**src/rtl/tracker_pkg.sv**
```systemverilog
// Shared definitions for the tracker sensor scan path: channel map and scan FSM states.
// Latency: n/a (types and constants only).
// Backpressure: n/a.
package tracker_pkg;

  localparam int N_CH = 6;

  // Analog mux channel map
  localparam logic [2:0] CH_RV1   = 3'd0;
  localparam logic [2:0] CH_RV2   = 3'd1;
  localparam logic [2:0] CH_RH1   = 3'd2;
  localparam logic [2:0] CH_RH2   = 3'd3;
  localparam logic [2:0] CH_THETA = 3'd4;
  localparam logic [2:0] CH_PHI   = 3'd5;

  typedef enum logic [2:0] {
    IDLE,
    SETTLE,
    START,
    WAIT,
    NEXT,
    PUBLISH
  } scan_state_t;

endpackage

```
**src/rtl/sensor_scan_sequencer_sample_averager.sv**
```systemverilog
// Per-channel sample accumulator: sums 2^AVG_LOG2 ADC samples and presents the truncated mean.
// Latency: avg_dat reflects a sample one cycle after sample_vld.
// Backpressure: none; every sample_vld is accepted, clear wins over a same-cycle sample.
//
// Ports:
//   clk, rst         clock, synchronous active-high reset
//   clear            drop the running sum and sample count
//   sample_vld/_dat  one ADC result to accumulate
//   last             the next accepted sample completes the average
//   avg_dat          accumulated sum >> AVG_LOG2
module sample_averager #(
  parameter int DATA_W   = 16,
  parameter int AVG_LOG2 = 2
) (
  input  logic              clk,
  input  logic              rst,
  input  logic              clear,
  input  logic              sample_vld,
  input  logic [DATA_W-1:0] sample_dat,
  output logic              last,
  output logic [DATA_W-1:0] avg_dat
);

  // Wide enough that 2^AVG_LOG2 full-scale samples cannot overflow.
  localparam int ACC_W = DATA_W + AVG_LOG2;
  localparam int CNT_W = AVG_LOG2 + 1;
  localparam logic [CNT_W-1:0] LAST_CNT = CNT_W'((1 << AVG_LOG2) - 1);

  logic [ACC_W-1:0] acc;
  logic [CNT_W-1:0] cnt;

  always_ff @(posedge clk) begin
    if (rst || clear) begin
      acc <= '0;
      cnt <= '0;
    end else if (sample_vld) begin
      acc <= acc + ACC_W'(sample_dat);
      cnt <= cnt + CNT_W'(1);
    end
  end

  assign last    = (cnt == LAST_CNT);
  assign avg_dat = acc[ACC_W-1:AVG_LOG2];

endmodule

```
**src/rtl/sensor_scan_sequencer.sv**
```systemverilog
// Scans six tracker sensors through one ADC (mux, settle, start/done, averaging) and publishes coherent frames.
// Latency: one frame = 6*(SETTLE_CYC + 2^AVG_LOG2*(1+D) + 1) cycles from first SETTLE to the frame_valid cycle.
// Backpressure: none toward the consumer; ADC stalls are bounded by TIMEOUT_CYC, then the frame is aborted.
//
// Ports:
//   clk, rst                 clock, synchronous active-high reset
//   enable                   scan continuously while high, stop at a safe point when low
//   adc_data, adc_done       ADC result and its one-cycle done strobe
//   clr_timeout              clears the sticky timeout flag
//   mux_sel, adc_start       analog mux channel and one-cycle conversion start
//   r_*, theta/phi_actual    averaged channel values, updated together once per frame
//   frame_valid              one-cycle pulse in the cycle the new frame is visible
//   adc_timeout, timeout_ch  sticky timeout flag and the channel that caused it
module sensor_scan_sequencer
  import tracker_pkg::*;
#(
  parameter int DATA_W      = 16,
  parameter int SETTLE_CYC  = 16,
  parameter int AVG_LOG2    = 2,
  parameter int TIMEOUT_CYC = 1024
) (
  input  logic              clk,
  input  logic              rst,
  input  logic              enable,
  input  logic [DATA_W-1:0] adc_data,
  input  logic              adc_done,
  input  logic              clr_timeout,
  output logic [2:0]        mux_sel,
  output logic              adc_start,
  output logic [DATA_W-1:0] r_vertical_1,
  output logic [DATA_W-1:0] r_vertical_2,
  output logic [DATA_W-1:0] r_horizontal_1,
  output logic [DATA_W-1:0] r_horizontal_2,
  output logic [DATA_W-1:0] theta_actual,
  output logic [DATA_W-1:0] phi_actual,
  output logic              frame_valid,
  output logic              adc_timeout,
  output logic [2:0]        timeout_ch
);

  localparam int SET_W = $clog2(SETTLE_CYC + 1);
  localparam int TMO_W = $clog2(TIMEOUT_CYC + 1);

  scan_state_t       state, state_nxt;
  logic [2:0]        ch;
  logic [SET_W-1:0]  settle_cnt;
  logic [TMO_W-1:0]  wait_cnt;
  logic [DATA_W-1:0] shadow [N_CH];

  logic              settle_end;
  logic              done_ok;
  logic              abort;
  logic              last_sample;
  logic              avg_clear;
  logic [DATA_W-1:0] avg_dat;

  assign settle_end = (settle_cnt == SET_W'(SETTLE_CYC - 1));
  // Done strobes are only meaningful in WAIT; stale or early ones fall through.
  assign done_ok    = (state == WAIT) && adc_done;
  assign abort      = (state == WAIT) && !adc_done && (wait_cnt == TMO_W'(TIMEOUT_CYC - 1));
  // Partial sums never survive a channel change, an abort or a stop.
  assign avg_clear  = (state == NEXT) || abort || (state_nxt == IDLE);

  sample_averager #(
    .DATA_W   (DATA_W),
    .AVG_LOG2 (AVG_LOG2)
  ) u_avg (
    .clk        (clk),
    .rst        (rst),
    .clear      (avg_clear),
    .sample_vld (done_ok),
    .sample_dat (adc_data),
    .last       (last_sample),
    .avg_dat    (avg_dat)
  );

  // State register
  always_ff @(posedge clk) begin
    if (rst) state <= IDLE;
    else     state <= state_nxt;
  end

  // Next state; a low enable is honoured only where no conversion is in flight.
  always_comb begin
    state_nxt = state;
    case (state)
      IDLE:    if (enable) state_nxt = SETTLE;
      SETTLE:  if (settle_end) state_nxt = enable ? START : IDLE;
      START:   state_nxt = WAIT;
      WAIT: begin
        if (done_ok)    state_nxt = last_sample ? NEXT : (enable ? START : IDLE);
        else if (abort) state_nxt = enable ? SETTLE : IDLE;
      end
      NEXT:    state_nxt = (ch == CH_PHI) ? PUBLISH : (enable ? SETTLE : IDLE);
      PUBLISH: state_nxt = enable ? SETTLE : IDLE;
      default: state_nxt = IDLE;
    endcase
  end

  // Outputs decoded from state
  always_comb begin
    adc_start   = (state == START) && !rst;
    frame_valid = (state == PUBLISH) && !rst;
    mux_sel     = ch;
  end

  // Channel index and settle/wait counters
  always_ff @(posedge clk) begin
    if (rst) begin
      ch         <= CH_RV1;
      settle_cnt <= '0;
      wait_cnt   <= '0;
    end else begin
      if (state_nxt == IDLE) begin
        ch <= CH_RV1;
      end else if (state != SETTLE && state_nxt == SETTLE) begin
        // Only NEXT advances the channel; every other entry into SETTLE starts a fresh frame.
        ch <= (state == NEXT) ? ch + 3'd1 : CH_RV1;
      end
      settle_cnt <= (state == SETTLE) ? settle_cnt + SET_W'(1) : '0;
      wait_cnt   <= (state == WAIT)   ? wait_cnt + TMO_W'(1)   : '0;
    end
  end

  // Shadow bank
  always_ff @(posedge clk) begin
    if (rst || abort || state_nxt == IDLE) begin
      for (int i = 0; i < N_CH; i++) shadow[i] <= '0;
    end else if (state == NEXT) begin
      shadow[ch] <= avg_dat;
    end
  end

  // Output bank loads on the NEXT(phi) -> PUBLISH edge so the new values and
  // frame_valid appear in the same cycle; phi bypasses its shadow slot.
  always_ff @(posedge clk) begin
    if (rst) begin
      r_vertical_1   <= '0;
      r_vertical_2   <= '0;
      r_horizontal_1 <= '0;
      r_horizontal_2 <= '0;
      theta_actual   <= '0;
      phi_actual     <= '0;
    end else if (state == NEXT && ch == CH_PHI) begin
      r_vertical_1   <= shadow[CH_RV1];
      r_vertical_2   <= shadow[CH_RV2];
      r_horizontal_1 <= shadow[CH_RH1];
      r_horizontal_2 <= shadow[CH_RH2];
      theta_actual   <= shadow[CH_THETA];
      phi_actual     <= avg_dat;
    end
  end

  // Sticky timeout flag; a new timeout beats a same-cycle clear.
  always_ff @(posedge clk) begin
    if (rst) begin
      adc_timeout <= 1'b0;
      timeout_ch  <= '0;
    end else if (abort) begin
      adc_timeout <= 1'b1;
      timeout_ch  <= ch;
    end else if (clr_timeout) begin
      adc_timeout <= 1'b0;
      timeout_ch  <= '0;
    end
  end

endmodule

```
**config.mk**
```make
export PLATFORM = sky130hd
export DESIGN_NAME = sensor_scan_sequencer
export DESIGN_NICKNAME = d
export VERILOG_FILES = /design/src/rtl/tracker_pkg.sv /design/src/rtl/sensor_scan_sequencer_sample_averager.sv /design/src/rtl/sensor_scan_sequencer.sv
export SDC_FILE = /design/constraint.sdc
export NUM_CORES = 1
export LEC_CHECK = 0
export CAP_MARGIN = 40
export CELL_PAD_IN_SITES_DETAIL_PLACEMENT = 1
export CELL_PAD_IN_SITES_GLOBAL_PLACEMENT = 1
export CORE_MARGIN = 3
export CORE_UTILIZATION = 40
export DETAILED_ROUTE_END_ITERATION = 8
export GPL_ROUTABILITY_DRIVEN = 1
export GPL_TIMING_DRIVEN = 0
export PLACE_DENSITY_LB_ADDON = 0.15
export SLEW_MARGIN = 20
export SYNTH_ARGS = -nofsm -noshare
export SYNTH_HDL_FRONTEND = slang
export SYNTH_HIERARCHICAL = 1
export SYNTH_SLANG_ARGS = --single-unit
```
**constraint.sdc**
```tcl
create_clock -name clk -period 4.45 [get_ports clk]
set_input_delay 1.335 -clock clk [delete_from_list [all_inputs] [get_ports clk]]
set_output_delay 1.335 -clock clk [all_outputs]
set_load 0.005 [all_outputs]
```
==> results.yml, run 1 <==
grt:
  grt_pass1_wl_um: 44300
  track_usage_pct: 21.7
  grt_max_degree: 17
  antenna_found_initial: 0
  overflow: 0
  grt_pass1_vias: 8040
worst_setup_path:
  r2r-start: "mux_sel[1]"
  worstPathArrival_ns: 3.00
  worst-setup-path-type: "in -> out"
  r2r-end: "u_avg/acc[16]"
  cp_max_fo: 10
  cp_num_buf_inv: 4
  endpoint: "adc_start"
  slowest_stage: "clkdlybuf4s50_1"
  crit_top_cell: "clkdlybuf4s50_1"
  regToRegSetupSlack_ns: 0.81
  path_delay_family: "buffers and inverters"
  crit_chain: "clkdlybuf4s50_1, clkbuf_4, buf_4, nor3_1, clkdlybuf4s50_1"
  crit_path_start: "rst"
  worst_path_largest_cell_delay_ns: 0.53
  reg2reg_depth: 11
  crit_cells: 5
  cp_data_required_time_ns: 3.12
  startpoint_type: "primary input"
  crit_path_end_kind: "primary output"
route:
  viasPerCell: 5.17
  drc: 0
  wirelength_um: 28300
  dr.pass1.iters: 4
  wl_per_cell_um: 18.9
  vias: 7736
  drt_iter0_markers: 370
  antenna_left: 0
clock_tree:
  cts_buffer_depth: 3
  root_buffer: "clkbuf_16"
  hold_buffers: 0
  clkTransAtPathRegs_ns: 0.05
  insertion_delay_ns: 0.53
  cts_buffers: 25
  h-tree-depth: 1
  clkSinkCount: 223
  cts_tree: "built"
placed_design:
  dpl.cell_count: 1449
  placed_cell_area_sq_um: 11300
  gp_congestion: 0.863
  port_buffers: 125
  place.detailed.hpwl_um: 20600
sta:
  setup_violations: 0
  period_minus_slack_ns: 4.33
  worst_pin_slew_ns: 0.723
  rsz0062_at_grt: "false"
  min_period_over_period_pct: 97.3
  fmax_ghz: 0.231
  finalHoldViolCount: 0
  skew_ns: 0.0137
  slew_headroom_pct: 51.7
  slew_violations: 0
  whs_ns: 0.453
die:
  rows: 56
  initial_core_util_pct: 40.7
  fp.dieH_um: 161
  die-width_um: 161
  fp.coreArea_sq_um: 23500
  die-area_sq_um: 25900
  io_pins: 126
synthesis:
  async_reset_ff_share_pct: 0
  synth.area.top_cells: "dfxtp_1, edfxtp_1, nand2_1"
  synthesis.instances: 1001
  synth_nets: 1046
  synth-main-ff-cell: "dfxtp_1"
  synthesis.area_sq_um: 9590
  ys_ff_latch: 223
  synth-edff-count: 80
  synth.top_cell.area_share_pct: 29.8
  syn_area_per_cell_sq_um: 9.58
  ys_types: 72
  ys_seq_area_share_pct: 54.9
  synth_largest_area_cell: "dfxtp_1"
  yosys_warnings: 6
pwr:
  p_per_area_nw_per_um2: 356
  power_leakage_nw: 4.13
  ir_drop_mv: 0.239
  fin_total_pwr_mw: 4.32
cells_and_area:
  final_area_sq_um: 12100
  nFillCells: 2692
  area_delta_synth_final_pct: 26.4
  antenna_cells: 0
  final_cells: 1495
  nNetsFinal: 1203
  utilization_pct: 51.5
  drive_above_1_share_pct: 8.59
min_path:
  hp-class: "reg -> reg"
  hold_depth: 2
outcome:
  outcome: "finished, final reports clean"
job:
  cap_viol_max_count: 0
## placed cells by master (no fill, tap or decap), drive strengths merged, types with 6 or more instances in the layout
master,instances
a31oi,6
clkinv,8
clkbuf,69
ha,23
a21oi,121
clkdlybuf4s50,125
nand2,216
mux2i,7
o21a,6
or3,8
nor3,16
nand3b,7
o31ai,6
nor2,97
o211ai,13
and2,18
nand3,28
inv,23
a211oi,9
dfxtp,143
buf,41
nand2b,21
o21ai,14
a21o,8
xnor2,9
edfxtp,80
## kinds of logic (layout without fill, tap and decap cells)
kind of cell               Yosys count  in the layout  synth area share, %
xor gates and xnor gates            13             13                 1.19
buffers and inverters               93            268                 5.04
adders and majority gates           24             24                 3.21
muxes                                7              7                0.731
and+or+nand+nor                    437            437                 20.8
DFF                                223            223                 54.9
AOI/OAI and AO/OA                  204            204                 14.1
## layer usage
| metal | up-vias | part of all wire [%] | track usage, % |
|---|---|---|---|
| li1 | 3745 | - | - |
| met1 | 3768 | 44 | 27.8 |
| met2 | 172 | 49 | 38.5 |
| met3 | 51 | 4.3 | 2.71 |
| met4 | 0 | 2.6 | 6.10 |
| met5 | - | 0 | 0 |
## repair_timing
item	CTS	global route
cloned	0	0
resized for setup	4	1
buffers inserted	0	0
setup endpoints to repair	2	1
## layout make-up
| cell class | count | area (sq um) | area share, % |
|---|---|---|---|
| clock inverter | 10 | 108 | 0.887 |
| tap | 319 | 399 | 3.29 |
| multi-input combinational | 685 | 3900 | 32.2 |
| timing repair buffer | 130 | 1300 | 10.7 |
| clock buffer | 35 | 663 | 5.47 |
| inverter | 23 | 86.3 | 0.712 |
| buffer | 70 | 404 | 3.33 |
| sequential | 223 | 5270 | 43.4 |
## report_power, final
group / internal (mW) / switching, mW
sequential: 2.16 / 0.0164
combinational: 0.0564 / 0.105
clock: 1.16 / 0.821
## worst min-delay path by stage
stage,to,from
floorplan,settle_cnt[0],settle_cnt[0]
global placement,settle_cnt[0],settle_cnt[0]
detailed placement,r_horizontal_1[9],r_horizontal_1[9]
CTS,r_horizontal_1[9],r_horizontal_1[9]
global route,r_horizontal_1[9],r_horizontal_1[9]
finish,r_horizontal_1[9],r_horizontal_1[9]
## tightest hold or removal path, stage by stage (launching register included)
cell and delay (ns):
dfxtp_1 0.30, nand2_1 0.05, a21oi_1 0.05
## state kept, by name, indices dropped and copies added, names as in the netlist, 5 cells and up
signal / flops
phi_actual: 16
r_horizontal_1: 16
r_horizontal_2: 16
r_vertical_1: 16
r_vertical_2: 16
settle_cnt: 5
shadow: 80
theta_actual: 16
u_avg/acc: 18
wait_cnt: 11
## cell usage after synthesis, drive strengths merged (4+ instances only)
cell / instances
o21a: 6
nand3b: 7
dfxtp: 143
ha: 23
inv: 22
a211oi: 9
a21oi: 121
o21ai: 14
nand3: 28
edfxtp: 80
nand2: 216
o31ai: 6
a31oi: 6
and2: 18
a21o: 8
buf: 35
mux2i: 7
or3: 8
xor2: 4
clkbuf: 35
o211ai: 13
nor3: 16
nor2: 97
a32oi: 4
and3: 5
nand2b: 21
xnor2: 9
o2111ai: 5
## metrics by stage
step / worst slack, ns / setup TNS (ns)
2_1_floorplan: 1.07 / 0
3_3_place_gp: -0.511 / -0.762
3_5_place_dp: -0.503 / -0.755
4_1_cts: 0.0276 / 0
5_1_grt: 0.0197 / 0
6_report: 0.119 / 0
Note: power is estimated with default switching activity, not from simulation.
==> run 2, diff against run 1 <==
--- a/config.mk
+++ b/config.mk
@@ -8,7 +8,7 @@
 export CAP_MARGIN = 40
 export CELL_PAD_IN_SITES_DETAIL_PLACEMENT = 1
 export CELL_PAD_IN_SITES_GLOBAL_PLACEMENT = 1
-export CORE_MARGIN = 3
+export CORE_MARGIN = 10
 export CORE_UTILIZATION = 40
 export DETAILED_ROUTE_END_ITERATION = 8
 export GPL_ROUTABILITY_DRIVEN = 1
==> run 2 against run 1 <==
- die area up 18%
- first-iteration DRC count grew 21%
- hold slack barely moved
- worst setup slack got worse by 0.021 ns
- utilization grew 0.17 points
- wire length increased by 2.8%
- clock skew barely moved
- critical endpoint is now frame_valid
- highest routed layer unchanged
==> results.yml, run 2 (synthesis gave the netlist of run 1 again) <==
grt:
  antenna_found_initial: 0
  overflow: 0
  grt_max_degree: 17
  grt_pass1_vias: 8241
  track_usage_pct: 18.6
  grt_pass1_wl_um: 45700
min_path:
  hp-class: "reg -> reg"
clock_tree:
  cts_resized: 3
  cts_tree: "built"
  insertion_delay_ns: 0.53
  h-tree-depth: 1
  hold_buffers: 0
  cts_buffer_depth: 3
  clkSinkCount: 223
  root_buffer: "clkbuf_16"
  cts_buffers: 25
  post_cts_buffers: 0
  clkTransAtPathRegs_ns: 0.06
route:
  dr.pass1.iters: 4
  antenna_left: 0
  wl_per_cell_um: 19.5
  drc: 0
  vias: 7689
  wirelength_um: 29100
  viasPerCell: 5.14
  drt_iter0_markers: 449
cells_and_area:
  nNetsFinal: 1202
  area_delta_synth_final_pct: 26.8
  largest_reg_flops: 80
  antenna_cells: 0
  utilization_pct: 51.7
  largest_registers: "shadow (80), u_avg/acc (18)"
  largest_register: "shadow"
  final_cell_mix: "nand2_1, dfxtp_1, clkdlybuf4s50_1, a21oi_1, nor2_1"
  drive_above_1_share_pct: 9.61
  final_common_cell: "nand2_1"
sta:
  period_minus_slack_ns: 4.35
  skew_ns: 0.0140
  rsz0062_at_grt: "false"
  min_period_over_period_pct: 97.8
  slew_headroom_pct: 46.6
  slew_violations: 0
  worst_pin_slew_ns: 0.801
  fmax_ghz: 0.230
  finalHoldViolCount: 0
  setup_violations: 0
worst_setup_path:
  worst-setup-path-type: "in -> out"
  endpoint: "frame_valid"
  startpoint_type: "primary input"
  crit_path_end_kind: "primary output"
  cp_max_fo: 9
  r2r-start: "mux_sel[1]"
  worstPathArrival_ns: 3.02
  cp_data_required_time_ns: 3.12
  r2r-end: "u_avg/acc[16]"
  crit_path_start: "rst"
  regToRegSetupSlack_ns: 0.71
  reg2reg_depth: 11
die:
  die-width_um: 175
  io_pins: 126
  die-area_sq_um: 30600
  fp.dieH_um: 175
  initial_core_util_pct: 40.7
  fp.coreArea_sq_um: 23500
  rows: 56
pwr:
  ir_drop_mv: 0.255
  fin_total_pwr_mw: 4.41
  p_per_area_nw_per_um2: 362
  power_leakage_nw: 4.17
placed_design:
  gp_congestion: 0.843
  port_buffers: 125
  place.detailed.hpwl_um: 21300
outcome:
  outcome: "finished, final reports clean"
job:
  cap_viol_max_count: 0
[run 2: cell count changes in the layout (fill, tap and decap cells not counted)]
cell and delta:
buf_2 +1, inv_6 +1, buf_6 -1, nor3_1 -1, clkbuf_1 -5, buf_4 -1, clkinv_2 +8, clkinv_1 -6
nor3_2 +1, clkbuf_8 +3
[run 2: layout make-up]
type	instances	area, sq um
Multi-Input combinational cell	685	3900
Clock inverter	13	134
Buffer	70	402
Clock buffer	33	686
Fill cell	2682	11400
Timing Repair Buffer	129	1290
Inverter	23	86.3
Sequential cell	223	5270
Tap cell	319	399
[run 2: critical path, cell delays in order]
cell and delay (ns):
clkdlybuf4s50_1 0.51, buf_2 0.29, inv_1 0.19, and4_1 0.24, clkdlybuf4s50_1 0.44
[run 2: routing by layer]
metal | up-vias | track usage (%) | share of wire [%]
met4 | 0 | 4.70 | 1.7
li1 | 3755 | - | -
met3 | 32 | 3.51 | 5.2
met1 | 3738 | 22.7 | 44
met5 | - | 0 | 0
met2 | 164 | 32.9 | 49
[run 2: power breakdown]
part / internal, mW / total (mW) / switching [mW] / leakage, nW
combinational: 0.0548 / 0.159 / 0.104 / 1.72
clock: 1.21 / 2.07 / 0.860 / 0.413
sequential: 2.16 / 2.18 / 0.0157 / 2.04
total: 3.43 / 4.41 / 0.979 / 4.17
[run 2: worst min path at each step]
| stage | from | endpoint | depth (start not counted) |
|---|---|---|---|
| after global routing | theta_actual[9] | theta_actual[9] | 2 |
| final | r_vertical_1[5] | r_vertical_1[5] | 2 |
| after detailed placement | wait_cnt[0] | wait_cnt[0] | 1 |
| after global placement | settle_cnt[0] | settle_cnt[0] | 1 |
| after CTS | r_horizontal_2[9] | r_horizontal_2[9] | 2 |
| after floorplan | settle_cnt[0] | settle_cnt[0] | 1 |
[run 2: through the flow]
step / std cells / setup TNS (ns) / cell area (sq um) / hold WS, ns / setup slack, ns
floorplan: 1001 / 0 / 9590 / 0.418 / 1.07
global placement: 1445 / -0.701 / 11200 / 0.435 / -0.474
detailed placement: 1449 / -0.734 / 11300 / 0.445 / -0.485
CTS: 1495 / 0 / 12200 / 0.456 / 0.00660
global route: 1495 / 0 / 12200 / 0.469 / 0.0276
finish: 1495 / 0 / 12200 / 0.453 / 0.0978
